`config.mk`:
```
export PLATFORM = sky130hd
export DESIGN_NAME = cmip_cnt_snap_ctrl
export DESIGN_NICKNAME = d
export VERILOG_FILES = /design/src/rtl/cmip_cnt_snap_ctrl.sv
export SDC_FILE = /design/constraint.sdc
export NUM_CORES = 1
export LEC_CHECK = 0
export BUFFER_PORTS_ARGS = -buffer_cell sky130_fd_sc_hd__buf_2
export CAP_MARGIN = 20
export CORE_AREA = 2 2 209 293
export CTS_CLUSTER_DIAMETER = 80
export DETAILED_ROUTE_END_ITERATION = 16
export DIE_AREA = 0 0 211 295
export GPL_TIMING_DRIVEN = 0
export PLACE_DENSITY = 0.52
export SLEW_MARGIN = 20
export SYNTH_ARGS = -nofsm -noshare
export SYNTH_HDL_FRONTEND = slang
export SYNTH_SLANG_ARGS = --single-unit
```
`constraint.sdc`:
```
create_clock -name i_clk -period 3 [get_ports i_clk]
set_input_delay 0.3 -clock i_clk [delete_from_list [all_inputs] [get_ports i_clk]]
set_output_delay 0.3 -clock i_clk [all_outputs]
set_load 0.01 [all_outputs]
```
`src/rtl/cmip_cnt_snap_ctrl.sv`:
```
// Snapshot/readout controller for a bank of free-running event counters.
// Captures all channels in one cycle (clear or delta mode) and streams them out over valid/ready.
module cmip_cnt_snap_ctrl #(
  parameter int NCH    = 8,
  parameter int WDTH   = 16,
  parameter int PERIOD = 100000,
  parameter int CHW    = 3
) (
  input  logic                  i_clk,
  input  logic                  i_rst_n,
  input  logic                  i_en,
  input  logic                  i_snap_req,
  input  logic                  i_delta_mode,
  input  logic [NCH*WDTH-1:0]   i_cnt,
  output logic                  o_clr,
  output logic                  o_dat_vld,
  input  logic                  i_dat_rdy,
  output logic [CHW-1:0]        o_dat_ch,
  output logic [WDTH-1:0]       o_dat,
  output logic                  o_dat_last,
  output logic                  o_busy,
  output logic [7:0]            o_miss_cnt,
  input  logic                  i_miss_clr
);

  localparam int            TW      = $clog2(PERIOD + 1);
  localparam logic [TW-1:0] TMR_END = TW'(PERIOD - 1);
  localparam logic [CHW-1:0] LAST_CH = CHW'(NCH - 1);

  typedef enum logic [1:0] {
    IDLE,
    CAPT,
    SEND
  } state_t;

  state_t          state_q, state_d;
  logic [TW-1:0]   tmr_q;
  logic [CHW-1:0]  idx_q;
  logic [7:0]      miss_q;
  logic [WDTH-1:0] snap_q [NCH];
  logic [WDTH-1:0] prev_q [NCH];

  logic tick, trig, drop, beat_xfer, last_beat;

  assign tick      = i_en && (tmr_q == TMR_END);
  assign trig      = tick || i_snap_req;
  assign drop      = trig && (state_q != IDLE);
  assign last_beat = (idx_q == LAST_CH);
  assign beat_xfer = (state_q == SEND) && i_dat_rdy;

  // Periodic timer runs regardless of FSM state; disabling it parks it at zero.
  always_ff @(posedge i_clk or negedge i_rst_n) begin
    if (!i_rst_n) begin
      tmr_q <= '0;
    end else if (!i_en || tick) begin
      tmr_q <= '0;
    end else begin
      // NOTE: sequential state always uses non-blocking assignments so every flop samples pre-edge values.
      tmr_q <= tmr_q + TW'(1);
    end
  end

  always_ff @(posedge i_clk or negedge i_rst_n) begin
    if (!i_rst_n) begin
      state_q <= IDLE;
    end else begin
      state_q <= state_d;
    end
  end

  always_comb begin
    // NOTE: every output of this block gets a default first, so no path leaves a value unassigned (no latches).
    state_d    = state_q;
    o_clr      = 1'b0;
    o_dat_vld  = 1'b0;
    o_dat_ch   = '0;
    o_dat      = '0;
    o_dat_last = 1'b0;
    case (state_q)
      IDLE: if (trig) state_d = CAPT;
      CAPT: begin
        o_clr   = ~i_delta_mode;
        state_d = SEND;
      end
      SEND: begin
        o_dat_vld  = 1'b1;
        o_dat_ch   = idx_q;
        o_dat      = snap_q[idx_q];
        o_dat_last = last_beat;
        if (i_dat_rdy && last_beat) state_d = IDLE;
      end
      default: state_d = IDLE;
    endcase
  end

  assign o_busy = (state_q != IDLE);

  always_ff @(posedge i_clk or negedge i_rst_n) begin
    if (!i_rst_n) begin
      idx_q <= '0;
    end else if (state_q == CAPT) begin
      idx_q <= '0;
    end else if (beat_xfer) begin
      idx_q <= last_beat ? '0 : idx_q + CHW'(1);
    end
  end

  // Delta arithmetic wraps modulo 2**WDTH, so a counter rollover between snapshots still yields the true count.
  always_ff @(posedge i_clk or negedge i_rst_n) begin
    if (!i_rst_n) begin
      // NOTE: these register arrays are small and must read as zero after reset, so they are reset explicitly.
      for (int k = 0; k < NCH; k++) begin
        snap_q[k] <= '0;
        prev_q[k] <= '0;
      end
    end else if (state_q == CAPT) begin
      for (int k = 0; k < NCH; k++) begin
        if (i_delta_mode) begin
          snap_q[k] <= i_cnt[k*WDTH +: WDTH] - prev_q[k];
          prev_q[k] <= i_cnt[k*WDTH +: WDTH];
        end else begin
          snap_q[k] <= i_cnt[k*WDTH +: WDTH];
          prev_q[k] <= '0;
        end
      end
    end
  end

  always_ff @(posedge i_clk or negedge i_rst_n) begin
    if (!i_rst_n) begin
      miss_q <= '0;
    end else if (i_miss_clr) begin
      miss_q <= '0;
    end else if (drop && (miss_q != 8'hFF)) begin
      miss_q <= miss_q + 8'd1;
    end
  end

  assign o_miss_cnt = miss_q;

endmodule
```
# Word-level counts from Yosys, hierarchy flattened
# Index checks and enable logic that the tools add are counted.
# totals
in_bits,135
output_inout_bits,31
register_bits,286
# classes
mux,33
n_addsub,11
reduce_logical,13
eq_ne,7
bitwise,2
order_cmp,1
# op_table
cell,count
16-bit two-way mux,19
16-bit subtractor,8
16-bit binary-select mux with 3-bit select,1
"17-bit by 1-bit adder with 17-bit output, second input constant",1
"17-bit equality test, second input constant",1
17-bit two-way mux,1
8-bit two-way mux,2
3-bit two-way mux,4
"8-bit by 1-bit adder with 8-bit output, second input constant",1
"8-bit != test, second input constant",1
2-bit one-hot mux with 3 select lines,1
2-bit nonzero test,3
1-bit logical AND,5
"4-bit greater-or-equal comparator, second input constant",1
2-bit two-way mux,2
3-bit NOT with 4-bit output,1
"3-bit by 1-bit adder with 3-bit output, second input constant",1
"3-bit equality test, second input constant",1
1-bit two-way mux,3
"2-bit by 1-bit equality test with 1-bit output, second input constant",1
"2-bit equality test, second input constant",1
2-bit logical NOT,1
1-bit logical OR,2
"2-bit by 1-bit != test with 1-bit output, second input constant",1
other kinds (4),4

# Logic depth before layout (Yosys ltp)
# Gate-level depths: netlist of the first run.
# depth
ltp_word,7
mapped_depth,11

# Least setup slack after synthesis of the first run
# OpenSTA, ideal clock, no wires.
# synth_path
path_kind,register to register
startpoint,register prev_q[98] (netlist bit)
endpoint,register snap_q[108] (netlist bit)
setup_ps,133
t_arrival_ps,2193
setup_slack_ps,674
n_path_buf,0
stages_incl_launch_ff,11
path_cell_list,dfrtp_1 > inv_1 > ha_1 > nor2b_1 > o21a_1 > o21ai_0 > a21oi_1 > o2111a_1 > or4_1 > a31oi_1 > o21ai_0
# synth_via
elab_chain_cells,2
# synth_lines
item,line,source
"start, declared",41,logic [WDTH-1:0] prev_q [NCH];
"start signal, assigned by index",120,prev_q[k] <= i_cnt[k*WDTH +: WDTH];
16-bit subtractor,119,snap_q[k] <= i_cnt[k*WDTH +: WDTH] - prev_q[k];
16-bit two-way mux,118,if (i_delta_mode) begin
"end signal, assigned by index",119,
"end signal, assigned by index",122,snap_q[k] <= i_cnt[k*WDTH +: WDTH];
"end, declared",40,logic [WDTH-1:0] snap_q [NCH];
# No other way between the ends.
# A chain may end at the register's enable or synchronous reset.

# Worst setup path after layout of the first run
# layout_path
startpoint,register idx_q[2]
endpoint,output port o_dat[12]
# layout_via
elab_chain_cells,5
# layout_lines
item,line,source
"start, declared",38,logic [CHW-1:0] idx_q;
"start signal, assigned",104,idx_q <= last_beat ? '0 : idx_q + CHW'(1);
3-bit NOT with 4-bit output (implied by the code),88,o_dat = snap_q[idx_q];
16-bit binary-select mux with 3-bit select,88,
16-bit two-way mux (implied by the code) (2 in a row),88,
16-bit two-way mux,79,case (state_q)
"end, declared",19,"output logic [WDTH-1:0] o_dat,"
# No other way between the ends. The select of a mux whose other input is x is not followed.

==> qor.csv, run 1 <==
stage,metric,value,unit
status,status,"finished, final reports clean",
place,dp_cells,3077,
cells_and_area,area_growth,17.5,%
detailed_routing,viasPerCell,5.49,
clocking,clockBufferDepth,3,
global_routing,track_usage,0.232,
cells_and_area,fillers,6130,
floorplanning,die_h,295,µm
synthesis,yosys_register_bits,286,
synthesis,ys.flop_type,dfrtp_1,
global_routing,grt_max_degree,81,
power,ir_drop,0.461,mV
critical_path,endpoint_kind,output port,
critical_path,worstSetupStartpointType,register,
synthesis,yosysWarnings,0,
synthesis,synth_cell_type_count,69,
power,finalPower,23.0,mW
floorplanning,core_area,59500,µm²
clocking,cts_tree,done,
clocking,clk_pin_slew,0.06,ns
place,port_buffers,163,
synthesis,syn_area,18900,µm²
critical_path,critPathTopFamily,buffers and inverters,
clocking,cts_setup_buffers,0,
timing,fmax,0.351,GHz
critical_path,cp_cell_sequence,clkbuf_1 -> buf_2 -> mux2i_1 -> nor2_1 -> buf_2,
timing,slew_viol_final,0,
timing,worst_slack,0.148,ns
timing,hold_viol,0,
timing,worst-slew-pin-transition,1.16,ns
floorplanning,ios,166,
detailed_routing,vias,17329,
run,drv_cap,0,
worst_hold_path,hp-class,in -> reg,
place,dp_slack,-0.674,ns
clocking,h-tree-depth,2,
detailed_routing,drt_iter0_drc,1170,
detailed_routing,route.detailed.drc,0,
floorplanning,rows,106,
global_routing,antenna_found_initial,6,
cells_and_area,fin_cells,3159,
timing,setup_violations,0,
critical_path,path_max_fanout,10,
cells_and_area,drive_above_1_share,0.124,
timing,fin_crit_sh,0.951,
global_routing,grt-ovfl-total,0,
floorplanning,die_w,211,µm
timing,rsz0062_at_grt,no,
place,dp_hpwl,56100,µm
clocking,numCtsBuffers,35,
floorplanning,die-area,62200,µm²
global_routing,grt_pass1_vias,17429,
place,gp_congestion,0.931,
critical_path,slowest_delay,0.62,ns
global_routing,grt_first_pass_wirelength,108000,µm
synthesis,synthArstFlopShare,1.00,
critical_path,path_class,reg -> out,
detailed_routing,wirelength,72400,µm
critical_path,crit_arrival,2.55,ns
critical_path,timing.critical_path.buf_inv,3,
synthesis,ys_seq_area_frac,0.379,
detailed_routing,ant_nets,0,
synthesis,syn_inst,2154,
cells_and_area,fin_nets,2643,
clocking,clk_latency,0.57,ns
clocking,clock-sinks,286,
synthesis,synth_fp_nets,2421,
synthesis,synth_edf_count,0,
floorplanning,start_util,0.317,
synthesis,synth.avg_cell_area,8.78,µm²
power,p_per_area,1030,nW/µm²
clocking,cts_root_buf,clkbuf_16,
critical_path,slowest_stage,clkbuf_1,
timing,period_minus_slack,2.85,ns
timing,relSlewSlack,0.227,
critical_path,cp.required,2.70,ns
timing,fin_skew,0.0259,ns
detailed_routing,wire_per_inst,22.9,µm
power,p_leak,10.2,nW
detailed_routing,drt-pass1-iter-count,5,
cells_and_area,fin_util,0.373,
critical_path,cp_common_cell,buf_2,
-- through the flow --
step                setup TNS (ns)  cell area (µm²)  hold WS, ns
global route                     0            22200       0.0219
CTS                              0            22200     0.000706
detailed placement          -37.70            20800        0.311
finish                           0            22200       0.0183
global placement          -1211.18            20700        0.453
floorplan                        0            18900      0.00441
-- worst reg2reg max path, stage by stage (launching register included) --
cell and delay (ns):
dfrtp_1 0.36, ha_1 0.22, fa_1 0.22, nor2b_1 0.07, o21a_1 0.18, o21ai_0 0.27
a21oi_1 0.23, o2111a_1 0.31, or4_1 0.49, a31oi_2 0.25, o21ai_0 0.10
-- power by group --
part           internal (mW)  switching, mW  total [mW]  leakage [nW]
logic                   4.72           7.07        11.8          5.94
clock network           2.63           1.84        4.48         0.584
registers               5.54           1.14        6.68          3.64
-- placed cells by master (no fill, tap or decap), types with 22 or more instances in the layout --
cell and n:
o21a_1 32, a21o_1 38, buf_2 170, nand3_1 145, o21ai_0 251, mux4_2 32
a31oi_1 25, dlygate4sd3_1 22, xnor2_1 47, nor3_1 39, mux2i_1 61, xor2_1 42
clkbuf_16 36, nand2_1 203, nor2_1 123, inv_1 155, ha_1 124, nor2b_1 35
and3_1 56, clkbuf_1 88, dfrtp_1 286, a21oi_1 140
-- area by class of cell --
| cell class | count | area, µm² | area share |
|---|---|---|---|
| Sequential cell | 286 | 7160 | 0.322 |
| Clock buffer | 53 | 1060 | 0.0479 |
| Multi-Input combinational cell | 1597 | 10700 | 0.483 |
| Clock inverter | 10 | 121 | 0.00546 |
| Inverter | 155 | 582 | 0.0262 |
| Antenna cell | 1 | 2.50 | 0.000113 |
| Timing Repair Buffer | 190 | 1150 | 0.0518 |
| Tap cell | 756 | 946 | 0.0426 |
| Buffer | 111 | 460 | 0.0207 |
-- per-layer routing --
metal  vias to the layer above  track usage  routed length, µm
li1                       8092            -                  -
met1                      8546        0.280              29500
met2                       546        0.408              35800
met3                       143       0.0319               3580
met4                         2        0.106               3610
met5                         -            0                  9
-- registers in the layout, summed over array words and instances (netlist names) --
signal / count
tmr_q: 17
snap_q: 128
prev_q: 128
o_miss_cnt: 8
idx_q: 3
state_q: 2
-- final timing paths --
kind	start	to	slack [ns]	cells after the start
worst max-delay path	idx_q[2]	o_dat[12]	0.15	5
worst min-delay path	i_cnt[93]	prev_q[45]	0.02	3
worst max register to register	prev_q[96]	snap_q[108]	0.16	10
worst min register to register	snap_q[97]	snap_q[97]	0.47	2
max in group asynchronous	i_rst_n	o_miss_cnt[1]	1.08	5
min in group asynchronous	i_rst_n	prev_q[118]	0.27	2
-- what timing repair did --
action,4_1_cts,5_1_grt
gates cloned,0,0
pin swaps,0,0
hold buffers,22,0
endpoints found under the setup margin,73,47
resized for setup,12,15
hold endpoints to repair,93,0
-- synth_stat cells (6+ instances only) --
cell | instances | area [µm²]
a211o_1 | 9 | 78.8
nand4_1 | 16 | 100
o31ai_1 | 17 | 128
a21oi_1 | 140 | 701
mux2i_1 | 61 | 611
nor2b_1 | 35 | 219
buf_2 | 8 | 40.0
o21a_1 | 32 | 240
a211oi_1 | 8 | 60.1
and3_1 | 56 | 350
clkbuf_1 | 100 | 375
a21o_1 | 38 | 285
o21ai_0 | 251 | 1260
xor2_1 | 42 | 368
nand3b_1 | 6 | 45.0
nor2_1 | 124 | 465
nand3_1 | 145 | 726
mux4_2 | 32 | 721
o211ai_1 | 8 | 60.1
nor3_1 | 39 | 195
inv_1 | 155 | 582
buf_1 | 8 | 30.0
ha_1 | 124 | 1550
nand2b_1 | 16 | 100
dfrtp_1 | 286 | 7160
fa_1 | 8 | 160
nor4b_1 | 8 | 70.1
nand2_1 | 204 | 766
xnor2_1 | 47 | 412
o211a_1 | 7 | 70.1
or3_1 | 14 | 87.6
nor4_1 | 6 | 37.5
a31oi_1 | 26 | 163
-- cells by family (layout without fill, tap and decap cells) --
kind of cell	after synthesis	in the layout	share of synthesized area
and+or+nand+nor	689	689	0.175
AOI/OAI and AO/OA	590	590	0.187
DFF	286	286	0.379
buffers and inverters	271	519	0.0543
adders and majority gates	132	132	0.0906
muxes	97	97	0.0728
xor gates and xnor gates	89	89	0.0412
other	0	1	0
No activity file was read; power rests on OpenSTA's default activity.
==> run 2, diff against run 1 <==
ABC_AREA = 1   (was default)
CORE_AREA = 2 2 217 305   (was 2 2 209 293)
DIE_AREA = 0 0 219 307   (was 0 0 211 295)
==> qor.csv, run 2 <==
stage,metric,value,unit
status,status,"finished, final reports clean",
place,port_buffers,164,
critical_path,slowest_delay,0.62,ns
detailed_routing,wirelength,79000,µm
timing,setup_violations,0,
critical_path,ff2ff_setup_slack,0.51,ns
synthesis,synth_cell_type_count,36,
critical_path,ff2ff_path_depth,6,
synthesis,yosys_register_bits,286,
synthesis,yosysTopAreaCell,dfrtp_1,
place,dp_hpwl,61800,µm
synthesis,yosysWarnings,0,
clocking,h-tree-depth,2,
global_routing,grt-ovfl-total,0,
detailed_routing,drt-pass1-iter-count,5,
cells_and_area,fin_nets,3549,
detailed_routing,route.detailed.drc,0,
floorplanning,die-area,67200,µm²
timing,relSlewSlack,0.270,
synthesis,syn_area,20500,µm²
power,ir_drop,0.353,mV
floorplanning,die_h,307,µm
clocking,clk_latency,0.56,ns
critical_path,endpoint_kind,output port,
worst_hold_path,hold_end,prev_q[56],
timing,fmax,0.338,GHz
global_routing,grt_max_degree,90,
power,finalPower,22.2,mW
synthesis,synth.most_common_cell,nand2_1,
critical_path,cp.required,2.70,ns
global_routing,track_usage,0.236,
clocking,cts_tree,done,
critical_path,critPathTopFamily,buffers and inverters,
floorplanning,core_area,64700,µm²
detailed_routing,ant_nets,0,
global_routing,antenna_found_initial,3,
cells_and_area,area_growth,16.3,%
critical_path,cp_common_cell,buf_2,
critical_path,timing.critical_path.buf_inv,3,
worst_hold_path,hold_depth,3,
critical_path,cp_cell_sequence,inv_1 -> nand2_1 -> nor2_2 -> buf_2 -> buf_2,
global_routing,grt_first_pass_wirelength,120000,µm
detailed_routing,wire_per_inst,19.0,µm
timing,hold_viol,0,
clocking,cts_setup_buffers,0,
cells_and_area,largest_registers,"prev_q (128), snap_q (128), tmr_q (17)",
detailed_routing,viasPerCell,4.88,
cells_and_area,drive_above_1_share,0.0877,
synthesis,synth.avg_cell_area,6.69,µm²
cells_and_area,final_common_cell,nand2_1,
cells_and_area,layout_common_cells,"nand2_1, inv_1, dfrtp_1",
timing,rsz0062_at_grt,no,
power,p_leak,13.1,nW
timing,fin_skew,0.0188,ns
power,p_per_area,932,nW/µm²
timing,worst-slew-pin-transition,1.09,ns
synthesis,yosys-top-cells-area,"dfrtp_1, nand2_1, inv_1",
synthesis,ys_seq_area_frac,0.349,
clocking,cts_root_buf,clkbuf_16,
floorplanning,rows,111,
global_routing,grt_pass1_vias,20056,
synthesis,synthTopCellsByCount,"nand2_1, inv_1, dfrtp_1",
floorplanning,start_util,0.317,
critical_path,path_class,reg -> out,
clocking,clk_pin_slew,0.06,ns
timing,period_minus_slack,2.96,ns
place,gp_congestion,0.950,
clocking,clockBufferDepth,3,
critical_path,slowest_stage,nor2_2,
worst_hold_path,worstHoldStart,i_cnt[72],
synthesis,synth_top_cell_area_share,0.349,
synthesis,synth_fp_nets,3332,
critical_path,worstSetupStartpointType,register,
run,drv_cap,0,
detailed_routing,drt_iter0_drc,1275,
cells_and_area,fin_util,0.369,
critical_path,reg2reg_from,state_q[1],
clocking,clock-sinks,286,
critical_path,r2r-end,snap_q[1],
timing,slew_viol_final,0,
critical_path,path_max_fanout,10,
detailed_routing,vias,20283,
critical_path,crit_arrival,2.66,ns
synthesis,synth_edf_count,0,
synthesis,syn_inst,3065,
clocking,numCtsBuffers,36,
worst_hold_path,hp-class,in -> reg,
floorplanning,ios,166,
timing,fin_crit_sh,0.986,
floorplanning,die_w,219,µm
synthesis,ys.flop_type,dfrtp_1,
synthesis,synthArstFlopShare,1.00,
run 2: logic make-up (layout without fill, tap and decap cells):
family          count (synthesis)  in the layout  synth area share
compound gates                473            473             0.134
other cells                     0              2                 0
buf+inv                       700            940             0.130
fa+ha+maj                     132            132            0.0834
simple gates                 1425           1425             0.283
xor+xnor                       49             49            0.0209
flops                         286            286             0.349
run 2: timing repair:
item                       CTS  global route
hold buffers                11             0
pin swaps                    0             0
setup endpoints to repair    8             9
resized for setup            1             3
hold endpoints to repair    48             0
run 2: how the worst max path moves through the flow:
stage,start,endpoint,cells past startpoint
after floorplan,prev_q[16],snap_q[20],8
after global placement,i_rst_n,prev_q[77],1
after detailed placement,i_delta_mode,snap_q[58],6
after CTS,state_q[1],o_dat[11],8
after global routing,state_q[1],o_clr,5
final,state_q[1],o_clr,5
run 2: cell type report:
cell class                 count  area (µm²)
clock inverter                17         253
antenna                        2        5.00
fill                        7230       40900
inverter                     599        2250
multi-input combinational   2079       10700
tap                          847        1060
timing repair buffer         179        1040
sequential                   286        7160
clock buffer                  44         982
buffer                       101         418
run 2: worst min-delay path: stages:
cell and delay, ns:
buf_2 0.12, nand2_1 0.05, o21ai_0 0.06
run 2: routing by layer:
metal	up-vias	routed length (µm)	part of all wire	global-route usage
met3	147	4050	0.051	0.0284
met5	-	0	0	0
met4	0	3930	0.050	0.104
met1	9436	32100	0.41	0.285
met2	556	38900	0.49	0.419
li1	10144	-	-	-
run 2: power breakdown:
group          internal [mW]  leakage [nW]  switching [mW]  total (mW)
combinational           3.82          8.90            7.38        11.2
sequential              5.34          3.64           0.974        6.32
clock                   2.85         0.596            1.86        4.71
total                   12.0          13.1            10.2        22.2
run 2: metrics by stage:
| stage | std cells | setup slack [ns] | hold slack [ns] | instance area, µm² | setup TNS [ns] |
|---|---|---|---|---|---|
| 6_report | 4154 | 0.0432 | 0.0194 | 23900 | 0 |
| 5_1_grt | 4152 | 0.00733 | 0.0123 | 23900 | 0 |
| 4_1_cts | 4151 | 0.0196 | 0.00269 | 23800 | 0 |
| 3_5_place_dp | 4079 | 0.275 | 0.226 | 22500 | 0 |
| 3_3_place_gp | 4076 | -4.39 | 0.454 | 22400 | -1238.95 |
| 2_1_floorplan | 3065 | 1.32 | 0.00441 | 20500 | 0 |
